--- src/rtl/debug_pkg.sv ---
// Debug controller command set, shared by the UART command sequencer and the debug controller.
package debug_pkg;

    typedef enum logic [3:0] {
        PAUSE     = 4'd0,
        RESUME    = 4'd1,
        STEP      = 4'd2,
        RESET     = 4'd3,
        STATUS    = 4'd4,
        BR_PT_ADD = 4'd5,
        BR_PT_RM  = 4'd6,
        MEM_RD    = 4'd7,
        REG_RD    = 4'd8,
        MEM_WR    = 4'd9,
        REG_WR    = 4'd10
    } debug_fn_e;

    localparam logic [7:0] DEFAULT_ACK_BYTE = 8'hA5;
    localparam logic [7:0] DEFAULT_NAK_BYTE = 8'hFF;

    function automatic logic fn_is_valid(input logic [3:0] fn);
        return (fn <= REG_WR);
    endfunction

    function automatic logic fn_has_addr(input logic [3:0] fn);
        logic res;
        case (fn)
            BR_PT_ADD, BR_PT_RM, MEM_RD, REG_RD, MEM_WR, REG_WR: res = 1'b1;
            default:                                             res = 1'b0;
        endcase
        return res;
    endfunction

    function automatic logic fn_has_data(input logic [3:0] fn);
        logic res;
        case (fn)
            MEM_WR, REG_WR: res = 1'b1;
            default:        res = 1'b0;
        endcase
        return res;
    endfunction

    // Number of reply bytes: read-type commands return a full 32-bit word.
    function automatic logic [2:0] fn_reply_len(input logic [3:0] fn);
        logic [2:0] res;
        case (fn)
            STATUS, MEM_RD, REG_RD: res = 3'd4;
            default:                res = 3'd1;
        endcase
        return res;
    endfunction

endpackage

--- src/rtl/debug_cmd_sequencer.sv ---
// Turns UART byte frames into debug controller transactions and streams the reply back.
// Optional inter-byte frame timeout is enabled with `define CMD_TIMEOUT_EN.
module debug_cmd_sequencer
    import debug_pkg::*;
#(
    parameter int unsigned TIMEOUT_CYCLES = 32'd1_000_000,
    parameter logic [7:0]  ACK_BYTE       = DEFAULT_ACK_BYTE,
    parameter logic [7:0]  NAK_BYTE       = DEFAULT_NAK_BYTE
) (
    input  logic        clk,
    input  logic        reset,
    input  logic [7:0]  rx_data,
    input  logic        rx_valid,
    output logic [7:0]  tx_data,
    output logic        tx_valid,
    input  logic        tx_ready,
    output logic [3:0]  debug_fn,
    output logic [31:0] addr,
    output logic [31:0] d_in,
    output logic        cmd_valid,
    input  logic        ctrlr_busy,
    input  logic [31:0] d_rd,
    output logic        frame_err,
    output logic        rx_overrun
);

    typedef enum logic [2:0] {
        S_IDLE    = 3'd0,
        S_RX_ADDR = 3'd1,
        S_RX_DATA = 3'd2,
        S_ISSUE   = 3'd3,
        S_WAIT    = 3'd4,
        S_TX      = 3'd5
    } seq_state_e;

    seq_state_e  state_q, state_d;
    logic [1:0]  cnt_q, cnt_d;
    logic [1:0]  last_q, last_d;
    logic [3:0]  fn_q, fn_d;
    logic [31:0] addr_q, addr_d;
    logic [31:0] din_q, din_d;
    logic [31:0] reply_q, reply_d;
    logic [7:0]  tx_data_q, tx_data_d;
    logic        tx_valid_q, tx_valid_d;
    logic        cmd_valid_q, cmd_valid_d;
    logic        frame_err_q, frame_err_d;
    logic        overrun_q, overrun_d;
    logic        wait_first_q, wait_first_d;

`ifdef CMD_TIMEOUT_EN
    logic [31:0] tmo_q, tmo_d;
`else
    logic        unused_timeout_s;
    assign unused_timeout_s = (TIMEOUT_CYCLES == 32'd0);
`endif

    // Next-state and output computation for the frame sequencer.
    always_comb begin
        state_d      = state_q;
        cnt_d        = cnt_q;
        last_d       = last_q;
        fn_d         = fn_q;
        addr_d       = addr_q;
        din_d        = din_q;
        reply_d      = reply_q;
        tx_data_d    = tx_data_q;
        tx_valid_d   = tx_valid_q;
        cmd_valid_d  = 1'b0;
        frame_err_d  = 1'b0;
        wait_first_d = 1'b0;
`ifdef CMD_TIMEOUT_EN
        tmo_d        = tmo_q;
`endif

        if (rx_valid && ((state_q == S_ISSUE) || (state_q == S_WAIT) || (state_q == S_TX))) begin
            overrun_d = 1'b1;
        end else begin
            overrun_d = overrun_q;
        end

        case (state_q)
            S_IDLE: begin
                if (rx_valid) begin
                    fn_d  = rx_data[3:0];
                    cnt_d = 2'd0;
                    if (!fn_is_valid(rx_data[3:0])) begin
                        frame_err_d = 1'b1;
                        reply_d     = {NAK_BYTE, 24'h000000};
                        last_d      = 2'd0;
                        tx_data_d   = NAK_BYTE;
                        tx_valid_d  = 1'b1;
                        state_d     = S_TX;
                    end else if (fn_has_addr(rx_data[3:0])) begin
                        state_d = S_RX_ADDR;
                    end else begin
                        state_d = S_ISSUE;
                    end
                end else begin
                    state_d = S_IDLE;
                end
            end
            S_RX_ADDR: begin
                if (rx_valid) begin
                    addr_d = {addr_q[23:0], rx_data};
                    if (cnt_q == 2'd3) begin
                        cnt_d   = 2'd0;
                        state_d = fn_has_data(fn_q) ? S_RX_DATA : S_ISSUE;
                    end else begin
                        cnt_d = cnt_q + 2'd1;
                    end
                end else begin
                    addr_d = addr_q;
                end
            end
            S_RX_DATA: begin
                if (rx_valid) begin
                    din_d = {din_q[23:0], rx_data};
                    if (cnt_q == 2'd3) begin
                        cnt_d   = 2'd0;
                        state_d = S_ISSUE;
                    end else begin
                        cnt_d = cnt_q + 2'd1;
                    end
                end else begin
                    din_d = din_q;
                end
            end
            S_ISSUE: begin
                if (!ctrlr_busy) begin
                    cmd_valid_d  = 1'b1;
                    wait_first_d = 1'b1;
                    state_d      = S_WAIT;
                end else begin
                    state_d = S_ISSUE;
                end
            end
            S_WAIT: begin
                // Busy lags the strobe by a cycle, so the first WAIT cycle cannot signal completion.
                if (!wait_first_q && !ctrlr_busy) begin
                    if (fn_reply_len(fn_q) == 3'd4) begin
                        reply_d = d_rd;
                        last_d  = 2'd3;
                    end else begin
                        reply_d = {ACK_BYTE, 24'h000000};
                        last_d  = 2'd0;
                    end
                    tx_data_d  = reply_d[31:24];
                    tx_valid_d = 1'b1;
                    cnt_d      = 2'd0;
                    state_d    = S_TX;
                end else begin
                    state_d = S_WAIT;
                end
            end
            S_TX: begin
                if (tx_valid_q && tx_ready) begin
                    if (cnt_q == last_q) begin
                        tx_valid_d = 1'b0;
                        cnt_d      = 2'd0;
                        state_d    = S_IDLE;
                    end else begin
                        cnt_d     = cnt_q + 2'd1;
                        reply_d   = {reply_q[23:0], 8'h00};
                        tx_data_d = reply_q[23:16];
                    end
                end else begin
                    state_d = S_TX;
                end
            end
            default: begin
                state_d = S_IDLE;
            end
        endcase

`ifdef CMD_TIMEOUT_EN
        if (((state_q == S_RX_ADDR) || (state_q == S_RX_DATA)) && !rx_valid) begin
            if (tmo_q >= (TIMEOUT_CYCLES - 32'd1)) begin
                frame_err_d = 1'b1;
                cnt_d       = 2'd0;
                tmo_d       = 32'd0;
                state_d     = S_IDLE;
            end else begin
                tmo_d = tmo_q + 32'd1;
            end
        end else begin
            tmo_d = 32'd0;
        end
`endif
    end

    // State and datapath registers with synchronous reset.
    always_ff @(posedge clk) begin
        if (reset) begin
            state_q      <= S_IDLE;
            cnt_q        <= 2'd0;
            last_q       <= 2'd0;
            fn_q         <= 4'd0;
            addr_q       <= 32'd0;
            din_q        <= 32'd0;
            reply_q      <= 32'd0;
            tx_data_q    <= 8'd0;
            tx_valid_q   <= 1'b0;
            cmd_valid_q  <= 1'b0;
            frame_err_q  <= 1'b0;
            overrun_q    <= 1'b0;
            wait_first_q <= 1'b0;
`ifdef CMD_TIMEOUT_EN
            tmo_q        <= 32'd0;
`endif
        end else begin
            state_q      <= state_d;
            cnt_q        <= cnt_d;
            last_q       <= last_d;
            fn_q         <= fn_d;
            addr_q       <= addr_d;
            din_q        <= din_d;
            reply_q      <= reply_d;
            tx_data_q    <= tx_data_d;
            tx_valid_q   <= tx_valid_d;
            cmd_valid_q  <= cmd_valid_d;
            frame_err_q  <= frame_err_d;
            overrun_q    <= overrun_d;
            wait_first_q <= wait_first_d;
`ifdef CMD_TIMEOUT_EN
            tmo_q        <= tmo_d;
`endif
        end
    end

    assign tx_data    = tx_data_q;
    assign tx_valid   = tx_valid_q;
    assign debug_fn   = fn_q;
    assign addr       = addr_q;
    assign d_in       = din_q;
    assign cmd_valid  = cmd_valid_q;
    assign frame_err  = frame_err_q;
    assign rx_overrun = overrun_q;

endmodule

--- config.mk ---
export PLATFORM = sky130hd
export DESIGN_NAME = debug_cmd_sequencer
export DESIGN_NICKNAME = d
export VERILOG_FILES = /design/src/rtl/debug_pkg.sv /design/src/rtl/debug_cmd_sequencer.sv
export SDC_FILE = /design/constraint.sdc
export NUM_CORES = 1
export LEC_CHECK = 0
export CELL_PAD_IN_SITES_DETAIL_PLACEMENT = 0
export CELL_PAD_IN_SITES_GLOBAL_PLACEMENT = 1
export CORE_AREA = 2 2 118 120
export CTS_CLUSTER_DIAMETER = 30
export CTS_CLUSTER_SIZE = 24
export DETAILED_ROUTE_END_ITERATION = 10
export DIE_AREA = 0 0 120 122
export PLACE_DENSITY = 0.82
export SLEW_MARGIN = 20
export SYNTH_ARGS = -nofsm -noshare
export SYNTH_HDL_FRONTEND = slang
export SYNTH_SLANG_ARGS = --single-unit
--- constraint.sdc ---
create_clock -name clk -period 3.3 [get_ports clk]
set_input_delay 0.66 -clock clk [delete_from_list [all_inputs] [get_ports clk]]
set_output_delay 0.66 -clock clk [all_outputs]
set_load 0.02 [all_outputs]
# Word level (Yosys, flattened, before mapping)
# Cells that the tools add are included.
dict set report word_totals {
  register_bits 111
  input_bits 45
  output_inout_bits 80
}
dict set report op_classes {
  add_sub_neg 1
  order_cmp 1
  eq_ne 31
  mux 57
  bitwise_logic 3
  reduce_logical 25
}
# operator n
set ops {}
lappend ops {{24-bit two-way mux} 5}
lappend ops {{24-bit case mux with 3 select lines} 1}
lappend ops {{8-bit two-way mux} 5}
lappend ops {{3-bit two-way mux} 12}
lappend ops {{32-bit two-way mux} 1}
lappend ops {{4-bit equality test (second input constant)} 6}
lappend ops {{8-bit case mux with 3 select lines} 1}
lappend ops {{2-bit two-way mux} 11}
lappend ops {{4-bit by 3-bit equality test with 1-bit output (second input constant)} 5}
lappend ops {{3-bit case mux with 6 select lines} 1}
lappend ops {{1-bit two-way mux} 17}
lappend ops {{2-bit != test (second input constant)} 7}
lappend ops {{6-bit AND reduction} 2}
lappend ops {{5-bit AND reduction} 2}
lappend ops {{3-bit equality test (second input constant)} 3}
lappend ops {{2-bit by 1-bit != test with 1-bit output (second input constant)} 4}
lappend ops {{2-bit case mux with 4 select lines} 1}
lappend ops {{3-bit by 2-bit equality test with 1-bit output (second input constant)} 2}
lappend ops {{2-bit AND reduction} 3}
lappend ops {{2-bit OR reduction} 3}
lappend ops {{3-bit OR reduction} 2}
lappend ops {{6-bit OR reduction} 1}
lappend ops {{4-bit less-or-equal comparator (second input constant)} 1}
lappend ops {{2-bit case mux with 2 select lines} 1}
lappend ops {{15 further kinds} 21}

# Logic depth before layout (Yosys ltp)
# Gate-level depths: netlist (run 1).
dict set report logic_depth {
  ltp_word 10
  mapped_depth 7
  ltp_nobuf 4
}

# Least setup slack after synthesis (run 1)
# No wires, ideal clock.
dict set report synth_timing {
  path_kind {input to register}
  start {input port rx_valid}
  end {register cnt_q[0]}
  arrival_time_ps 1796
  t_required_ps 3213
  slack_ps 1417
  stages 5
  cell_sequence {nand2b_1 buf_2 o22ai_1 or4b_2 o31ai_1}
}
dict set report synth_between {
  elab_chain_cells 2
}
# item line_no
set synth_lines {}
lappend synth_lines {{start, declared} debug_cmd_sequencer.sv:13} ;# input logic rx_valid,
lappend synth_lines {{2-bit != test (no line) / 2-bit by 1-bit != test with 1-bit output (equally long branches)} n/a}
lappend synth_lines {{5-bit AND reduction (no line) *} n/a}
lappend synth_lines {{end signal, assigned} debug_cmd_sequencer.sv:212} ;# cnt_q <= cnt_d;
lappend synth_lines {{end, declared} debug_cmd_sequencer.sv:37} ;# logic [1:0] cnt_q, cnt_d;
# Every way passes the cells marked *; elsewhere a longest branch is shown, timed or not.
# A chain may end at the register's enable or synchronous reset.

# Final worst setup path (run 1)
dict set report layout_timing {
  start {register state_q[0]}
  end {register reply_q[22]}
}
dict set report layout_between {
  elab_chain_cells 3
}
# item line_no
set layout_lines {}
lappend layout_lines {{start, declared} debug_cmd_sequencer.sv:36} ;# seq_state_e state_q, state_d;
lappend layout_lines {{start signal, assigned} debug_cmd_sequencer.sv:211} ;# state_q <= state_d;
lappend layout_lines {{3-bit equality test / 3-bit zero test (equally long branches)} debug_cmd_sequencer.sv:81} ;# case (state_q)
lappend layout_lines {{2-bit != test (no line) (tied with other cells)} n/a}
lappend layout_lines {{6-bit AND reduction (no line)} n/a}
lappend layout_lines {{end signal, assigned} debug_cmd_sequencer.sv:217} ;# reply_q <= reply_d;
lappend layout_lines {{end, declared} debug_cmd_sequencer.sv:42} ;# logic [31:0] reply_q, reply_d;
# Several ways; a longest one is shown, not always the timed one.

==> qor.csv, run 1 <==
stage,metric,value,unit
yosys,synth_seq_cells,110,
clock_network,root_buffer,clkbuf_16,
routing,ant_nets,0,
global_route,grt_use_total,18.1,%
place,place_inst,810,
sta,fin_crit_sh,78.9,%
layout,final_layout_size_suffix_gt1_share,6.50,%
die,dieHeight,122,µm
global_route,grt_pass1_vias,4162,
yosys,yosysTopAreaCell,dfxtp_1,
clock_network,clk_path_buf_depth,2,
clock_network,cts_sinks,110,
worst_setup_path,ff2ff_path_depth,5,
layout,fillers,1321,
power,p_clk_share,28.7,%
layout,num-nets-final,687,
place,placed_area,5930,µm²
global_route,antenna_found_initial,0,
power,powerDensity,617,nW/µm²
clock_network,post_cts_buffers,0,
worst_setup_path,start_kind,flip-flop,
clock_network,cts_made_buffers,9,
clock_network,insertion_delay,0.36,ns
die,core,13500,µm²
routing,dr.pass1.iters,5,
worst_setup_path,cp_max_fo,24,
yosys,syn_area_per_cell,8.45,µm²
sta,fmax,0.384,GHz
power,peakVddDrop,0.000301,V
power,p_comb_share,30.3,%
sta,fin_crit,2.60,ns
clock_network,holdBufCountCts,0,
yosys,synthTopCellsByArea,"dfxtp_1 (48%), nand2_1 (13%), a21oi_1 (8.6%)",
global_route,grt_max_degree,72,
yosys,synthCells,542,
hold_path,hold_path_class,reg2reg,
sta,maxSlewHeadroom,27.6,%
power,internal_power,2.50,mW
routing,remaining_drc_errors,0,
sta,setup_viol_count_final,0,
clock_network,ctsResizeCount,0,
sta,slew_violations,0,
sta,setup_tns,0,ns
die,rows,43,
worst_setup_path,rr_endpoint,reply_q[22],
place,gp_congestion,0.839,
run,drv_cap,0,
clock_network,path_clk_slew,0.07,ns
sta,grt_setup_unrepaired,false,
routing,routed_wl,13.2,mm
yosys,synth.distinct_cells,58,
yosys,synth-warning-count,0,
clock_network,cts_tree,done,
power,leakage,2.07,nW
clock_network,htreeDepth,3,
layout,area_growth,36.0,%
yosys,async_flop_share,0,%
sta,fin_skew,0.00801,ns
die,dieArea,14600,µm²
global_route,grt_overflow,0,
routing,vias,4326,
die,die_w,120,µm
place,io_buffers,124,
worst_setup_path,critPathKind,reg2reg,
worst_setup_path,arrival,2.88,ns
routing,vias_per_cell,5.24,
power,switchingPower,1.35,mW
worst_setup_path,reg2reg_slack,0.70,ns
worst_setup_path,cp_data_required_time,3.57,ns
sta,worst_slew_pin_slew,1.09,ns
worst_setup_path,end_kind,flip-flop,
place,dp_hpwl,8.95,mm
routing,drt_iter0_drc,247,
layout,instances_no_fill,826,
worst_setup_path,critPathCapture,reply_q[22],
yosys,synth.top_cells.by_count,"nand2_1 (153), dfxtp_1 (110), a21oi_1 (79)",
yosys,syn_nets,588,
routing,wl_per_cell,16.0,µm
yosys,synth_area,4580,µm²
worst_setup_path,worstSetupStartpoint,state_q[0],
sta,final_hold_viol_count,0,
worst_setup_path,r2r-start,state_q[0],
die,start_util,33.9,%
layout,diodes,0,
global_route,grt_pass1_wl,21.1,mm
yosys,ys.flop_type,dfxtp_1,
yosys,seq_area_frac_synth,48.1,%
yosys,synth_edf_count,0,
power,power.share.sequential,41.0,%
layout,design_area,6230,µm²
power,sw_frac_of_total,35.0,%
sta,whs,0.457,ns
yosys,synth.top_cell.area_share,48.1,%
yosys,synth.most_common_cell,nand2_1,
die,pin_count,125,
outcome,outcome,finished clean,
-- worst max-delay path: stages (launching register included) --
cell       delay, ns
dfxtp_1         0.92
and3b_1         0.25
buf_4           0.22
o21ai_1         0.20
a31oi_2         0.73
o2bb2ai_1       0.19
-- registers in the layout, summed over array words and instances (netlist names) --
| register | flops |
|---|---|
| addr | 32 |
| cnt_q | 2 |
| d_in | 32 |
| debug_fn | 4 |
| frame_err | 1 |
| last_q | 1 |
| reply_q | 24 |
| rx_overrun | 1 |
| state_q | 3 |
| tx_data | 8 |
| tx_valid | 1 |
| wait_first_q | 1 |
-- logic make-up after synthesis --
family | after synthesis | share of synthesized area, %
AO/OA/AOI/OAI | 161 | 23.3
XOR/XNOR | 3 | 0.574
adder cells (fa/ha/maj) | 1 | 0.273
buffers and inverters | 52 | 4.97
flip-flops | 110 | 48.1
multiplexers | 16 | 3.50
AND/OR/NAND/NOR | 199 | 19.4
-- power by group through the flow --
stage,Combinational (mW),Sequential (mW),Clock (mW)
floorplan,0.762,1.62,0
global placement,1.13,1.60,0
detailed placement,1.16,1.60,0
CTS,1.17,1.57,1.13
global route,1.27,1.60,1.17
finish,1.17,1.57,1.10
-- placed cells by master (no fill, tap or decap), types with 2 or more instances in the layout --
master	count
nand2_1	153
clkdlybuf4s50_1	123
dfxtp_1	110
a21oi_1	79
a32oi_1	16
o2bb2ai_1	16
mux2i_1	16
o21ai_0	12
nand4_1	9
clkbuf_16	9
inv_1	8
buf_4	8
nor2_1	7
a31o_2	4
a221oi_1	4
a311o_1	4
nand2b_1	3
a211oi_1	3
nor3_1	3
a31oi_1	3
o31ai_1	3
or2_2	2
nor3b_4	2
nor2b_1	2
nand3b_1	2
o21ai_1	2
xnor2_1	2
nor4_1	2
o22ai_1	2
o21bai_1	2
inv_6	2
clkinvlp_4	2
-- metal layers --
layer | vias up | global-route usage [%] | share of wire [%]
met1 | 2049 | 23.4 | 44
met5 | - | 0 | 0
met4 | 0 | 6.25 | 1.6
met3 | 20 | 5.43 | 7.4
met2 | 146 | 28.9 | 47
li1 | 2111 | - | -
-- through the flow --
| stage | power, mW | util [%] | setup WS [ns] |
|---|---|---|---|
| final | 3.85 | 46.1 | 0.697 |
| after global routing | 4.03 | 46.1 | 0.478 |
| after CTS | 3.87 | 46.1 | 0.754 |
| after detailed placement | 2.77 | 43.9 | 0.467 |
| after global placement | 2.73 | 43.9 | 0.599 |
| after floorplan | 2.39 | - | 1.42 |
-- worst min path at each step --
stage / to / startpoint / cells past startpoint / slack (ns)
global placement: d_in[28] / d_in[28] / 2 / 0.44
global route: reply_q[21] / reply_q[21] / 1 / 0.48
CTS: d_in[24] / d_in[24] / 2 / 0.46
detailed placement: reply_q[23] / reply_q[23] / 1 / 0.45
finish: d_in[27] / d_in[27] / 2 / 0.46
floorplan: reply_q[16] / reply_q[16] / 1 / 0.43
-- final cells by class --
| type | instances | area, µm² | area share [%] |
|---|---|---|---|
| Sequential cell | 110 | 2200 | 35.3 |
| Clock buffer | 10 | 229 | 3.67 |
| Inverter | 8 | 30.0 | 0.482 |
| Timing Repair Buffer | 132 | 1300 | 20.8 |
| Tap cell | 180 | 225 | 3.61 |
| Clock inverter | 6 | 67.6 | 1.08 |
| Multi-Input combinational cell | 380 | 2180 | 35.0 |
(Power assumes the default switching activity.)
==> run 2: changes to the inputs <==
==> constraint.sdc (replaced) <==
create_clock -name clk -period 2.6 [get_ports clk]
set_input_delay 0.52 -clock clk [delete_from_list [all_inputs] [get_ports clk]]
set_output_delay 0.52 -clock clk [all_outputs]
set_load 0.02 [all_outputs]
==> run 2 against run 1 <==
Net effect:
- sequential cell count unchanged
- non-clock buffer count rose by 11
- first-iteration DRC count decreased by 0.81%
- highest routed layer unchanged
==> qor.csv, run 2 (synthesis results as in run 1) <==
stage,metric,value,unit
outcome,outcome,finished clean,
worst_setup_path,end_kind,flip-flop,
place,io_buffers,124,
routing,wl_per_cell,15.8,µm
place,dp_slack,0.124,ns
global_route,grt_use_total,18.1,%
die,die_w,120,µm
routing,remaining_drc_errors,0,
sta,fin_crit,2.20,ns
routing,vias,4310,
clock_network,cts_sinks,110,
place,gp_congestion,0.837,
worst_setup_path,start_kind,flip-flop,
routing,ant_nets,0,
power,peakVddDrop,0.000329,V
worst_setup_path,ff2ff_path_depth,4,
place,dp_hpwl,9.11,mm
routing,drt_iter0_drc,245,
layout,diodes,0,
sta,final_hold_viol_count,0,
global_route,grt_overflow,0,
worst_setup_path,reg2reg_slack,0.40,ns
sta,whs,0.458,ns
die,rows,43,
hold_path,hold_path_class,reg2reg,
sta,fmax,0.455,GHz
global_route,grt_max_degree,79,
clock_network,htreeDepth,3,
worst_setup_path,r2r-start,state_q[0],
worst_setup_path,critPathKind,reg2reg,
routing,vias_per_cell,5.15,
sta,setup_tns,0,ns
worst_setup_path,rr_endpoint,reply_q[21],
sta,worst_slew_pin_slew,0.808,ns
clock_network,cts_tree,done,
die,pin_count,125,
power,p_total,4.96,mW
clock_network,path_clk_slew,0.07,ns
sta,fin_crit_sh,84.6,%
sta,fin_skew,0.00663,ns
global_route,antenna_found_initial,0,
die,dieArea,14600,µm²
global_route,grt_pass1_wl,21.1,mm
power,powerDensity,781,nW/µm²
die,core,13500,µm²
layout,num-nets-final,698,
sta,maxSlewHeadroom,46.2,%
clock_network,cts_made_buffers,9,
clock_network,holdBufCountCts,0,
hold_path,min_from,d_in[28],
global_route,grt_pass1_vias,4253,
clock_network,root_buffer,clkbuf_16,
routing,dr.pass1.iters,4,
layout,mostFrequentLayoutCells,"nand2_1 (153), clkdlybuf4s50_1 (123), dfxtp_1 (110)",
worst_setup_path,cp_max_fo,16,
clock_network,post_cts_buffers,0,
clock_network,clk_path_buf_depth,2,
clock_network,insertion_delay,0.35,ns
routing,routed_wl,13.2,mm
layout,final_layout_size_suffix_gt1_share,8.07,%
worst_setup_path,arrival,2.47,ns
layout,final_common_cell,nand2_1,
worst_setup_path,cp_data_required_time,2.87,ns
sta,setup_viol_count_final,0,
die,dieHeight,122,µm
run,drv_cap,0,
hold_path,whs_path_depth,2,
die,start_util,33.9,%
sta,fin_ws,0.400,ns
layout,area_growth,38.4,%
sta,slew_violations,0,
clock_network,ctsResizeCount,0,
sta,grt_setup_unrepaired,false,
power,leakage,2.14,nW
hold_path,hold_end,d_in[28],
## run 2: cell types whose count changed in the layout (fill, tap and decap cells not counted)
cell	delta
buf_4	+9
clkinv_2	-1
inv_6	+1
buf_8	+1
buf_12	+1
clkinvlp_4	-1
clkbuf_8	+1
## run 2: final cells by class
class,instances,area [µm²]
clock buffers,11,243
clock inverters,5,63.8
fillers,1344,7160
inverters,8,30.0
multi-input cells,380,2180
flip-flops and latches,110,2200
well taps,180,225
repair buffers,143,1400
## run 2: worst max-delay path, cell delays in order (launching register included)
cell       delay, ns
dfxtp_1         0.63
or2_1           0.36
o21ai_1         0.24
a31oi_2         0.69
o2bb2ai_1       0.20
## run 2: how the worst max path moves through the flow
| stage | to | start | cells past startpoint | slack, ns |
|---|---|---|---|---|
| floorplan | cnt_q[0] | rx_valid | 5 | 0.86 |
| detailed placement | reply_q[21] | rx_valid | 5 | 0.12 |
| global placement | reply_q[14] | rx_valid | 5 | 0.22 |
| global route | reply_q[10] | state_q[0] | 4 | 0.21 |
| finish | reply_q[21] | state_q[0] | 4 | 0.40 |
| CTS | reply_q[21] | state_q[0] | 4 | 0.39 |
## run 2: power breakdown
group,switching (mW),internal [mW]
logic,0.931,0.651
registers,0.140,1.81
clock network,0.635,0.785
## run 2: metrics by stage
stage	cells	util, %	instance area, µm²
after floorplan	542	-	4580
after global placement	820	44.6	6020
after detailed placement	820	44.6	6020
after CTS	836	46.9	6330
after global routing	837	47.0	6340
final	837	47.0	6340
## run 2: metal layers
metal  GRT usage [%]  vias up  routed length, µm
met5               0        -                  0
met3            5.66       15               1060
met2            29.0      145               6110
li1                -     2134                  -
met1            22.8     2016               5830
met4            7.13        0                197
==> run 3: changes to the inputs <==
--- a/config.mk
+++ b/config.mk
@@ -7,12 +7,12 @@
 export LEC_CHECK = 0
 export CELL_PAD_IN_SITES_DETAIL_PLACEMENT = 0
 export CELL_PAD_IN_SITES_GLOBAL_PLACEMENT = 1
-export CORE_AREA = 2 2 118 120
+export CORE_AREA = 2 2 123 125
 export CTS_CLUSTER_DIAMETER = 30
 export CTS_CLUSTER_SIZE = 24
 export DETAILED_ROUTE_END_ITERATION = 10
-export DIE_AREA = 0 0 120 122
-export PLACE_DENSITY = 0.82
+export DIE_AREA = 0 0 125 127
+export PLACE_DENSITY = 0.79
 export SLEW_MARGIN = 20
 export SYNTH_ARGS = -nofsm -noshare
 export SYNTH_HDL_FRONTEND = slang
==> constraint.sdc (replaced) <==
create_clock -name clk -period 1.9 [get_ports clk]
set_input_delay 0.38 -clock clk [delete_from_list [all_inputs] [get_ports clk]]
set_output_delay 0.38 -clock clk [all_outputs]
set_load 0.02 [all_outputs]
==> run 3 against run 2 <==
Net effect:
- sequential cell count did not move
- wire length increased by 2.2%
- core utilization is 1.1 points lower
- largest cell class unchanged
==> qor.csv, run 3 (synthesis results as in run 1) <==
stage,metric,value,unit
outcome,outcome,finished clean,
layout,mostFrequentLayoutCells,"nand2_1 (153), clkdlybuf4s50_1 (121), dfxtp_1 (108)",
global_route,grt_use_total,16.9,%
die,dieHeight,127,µm
global_route,grt_max_degree,33,
power,powerDensity,1080,nW/µm²
sta,slew_violations,0,
layout,instances_no_fill,866,
clock_network,htreeDepth,3,
clock_network,cts_tree,done,
hold_path,hold_path_class,in2reg,
place,place_inst,850,
layout,area_growth,44.5,%
sta,maxSlewHeadroom,67.9,%
sta,final_hold_viol_count,0,
routing,vias_per_cell,5.10,
clock_network,path_clk_slew,0.07,ns
routing,dr.pass1.iters,4,
layout,final_layout_size_suffix_gt1_share,12.0,%
clock_network,clk_path_buf_depth,2,
layout,seq_area,2200,µm²
worst_setup_path,end_kind,output pin,
power,leakage,2.31,nW
routing,wl_per_cell,15.6,µm
layout,multi_input_area,2190,µm²
die,core,14400,µm²
global_route,grt_pass1_vias,4445,
layout,diodes,0,
clock_network,root_buffer,clkbuf_16,
worst_setup_path,cp_max_fo,4,
worst_setup_path,start_kind,flip-flop,
sta,worst_slew_pin_slew,0.481,ns
routing,routed_wl,13.5,mm
worst_setup_path,ff2ff_path_depth,4,
die,dieArea,15900,µm²
die,rows,44,
layout,fillers,1407,
sta,grt_setup_unrepaired,false,
sta,fmax,0.547,GHz
routing,drt_iter0_drc,205,
worst_setup_path,r2r-start,state_q[0],
worst_setup_path,reg2reg_slack,0.11,ns
global_route,grt_pass1_wl,21.9,mm
run,drv_cap,0,
die,die_w,125,µm
routing,ant_nets,0,
die,pin_count,125,
place,gp_congestion,0.842,
layout,final_common_cell,nand2_1,
layout,num-nets-final,724,
routing,vias,4416,
worst_setup_path,arrival,1.45,ns
place,dp_slack,-0.184,ns
sta,fin_ws,0.0708,ns
worst_setup_path,rr_endpoint,cnt_q[0],
hold_path,whs_path_depth,2,
sta,fin_crit,1.83,ns
hold_path,min_from,reset,
power,peakVddDrop,0.000441,V
sta,fin_skew,0.0104,ns
clock_network,cts_sinks,110,
clock_network,cts_made_buffers,9,
worst_setup_path,critPathKind,reg2out,
die,start_util,31.8,%
global_route,antenna_found_initial,0,
routing,remaining_drc_errors,0,
place,io_buffers,124,
hold_path,hold_end,wait_first_q,
power,p_total,7.14,mW
sta,setup_viol_count_final,0,
place,dp_hpwl,9.64,mm
sta,fin_crit_sh,96.3,%
clock_network,insertion_delay,0.35,ns
global_route,grt_overflow,0,
worst_setup_path,cp_data_required_time,1.52,ns
layout,final_util,45.9,%
## run 3: area by class of cell
| cell class | instances | share of cell area [%] |
|---|---|---|
| Inverter | 8 | 0.453 |
| Clock buffer | 11 | 3.82 |
| Sequential cell | 110 | 33.3 |
| Multi-Input combinational cell | 380 | 33.0 |
| Clock inverter | 4 | 0.812 |
| Tap cell | 184 | 3.48 |
| Timing Repair Buffer | 169 | 25.1 |
## run 3: through the flow
step / hold slack, ns / TNS [ns] / instance area, µm²
after global routing: 0.472 / 0 / 6620
after floorplan: 0.427 / 0 / 4580
after CTS: 0.437 / -0.000725 / 6610
final: 0.455 / 0 / 6620
after global placement: 0.442 / -3.55 / 6300
after detailed placement: 0.442 / -6.44 / 6300
## run 3: timing repair
item | in CTS | in global routing
resized for setup | 5 | 0
endpoints found under the setup margin | 4 | 0
hold buffers | 0 | 0
setup buffers | 0 | 0
## run 3: layer usage
metal | part of all wire, % | track usage [%] | vias to the layer above
met2 | 47 | 27.3 | 132
met5 | 0 | 0 | -
li1 | - | - | 2196
met4 | 1.7 | 6.47 | 0
met3 | 7.4 | 5.44 | 13
met1 | 44 | 21.3 | 2075
## run 3: worst max-delay path by stage
stage | startpoint | to | slack, ns | depth (start not counted)
global placement | rx_valid | reply_q[18] | -0.1 | 7
global route | state_q[0] | state_q[1] | 0.01 | 5
floorplan | tx_valid | reply_q[13] | 0.27 | 5
CTS | debug_fn[3] | reply_q[22] | -0.0007 | 4
finish | debug_fn[2] | debug_fn[2] | 0.07 | 2
detailed placement | rx_valid | reply_q[15] | -0.18 | 7
## run 3: power by group
group / total [mW] / switching (mW) / internal (mW)
Clock: 1.94 / 0.851 / 1.09
Combinational: 2.53 / 1.35 / 1.18
Sequential: 2.67 / 0.183 / 2.48
Total: 7.14 / 2.39 / 4.75
## run 3: critical path, stage by stage, from the launching register on
cell and delay (ns):
dfxtp_2 0.35, buf_4 0.13, clkdlybuf4s50_1 0.61
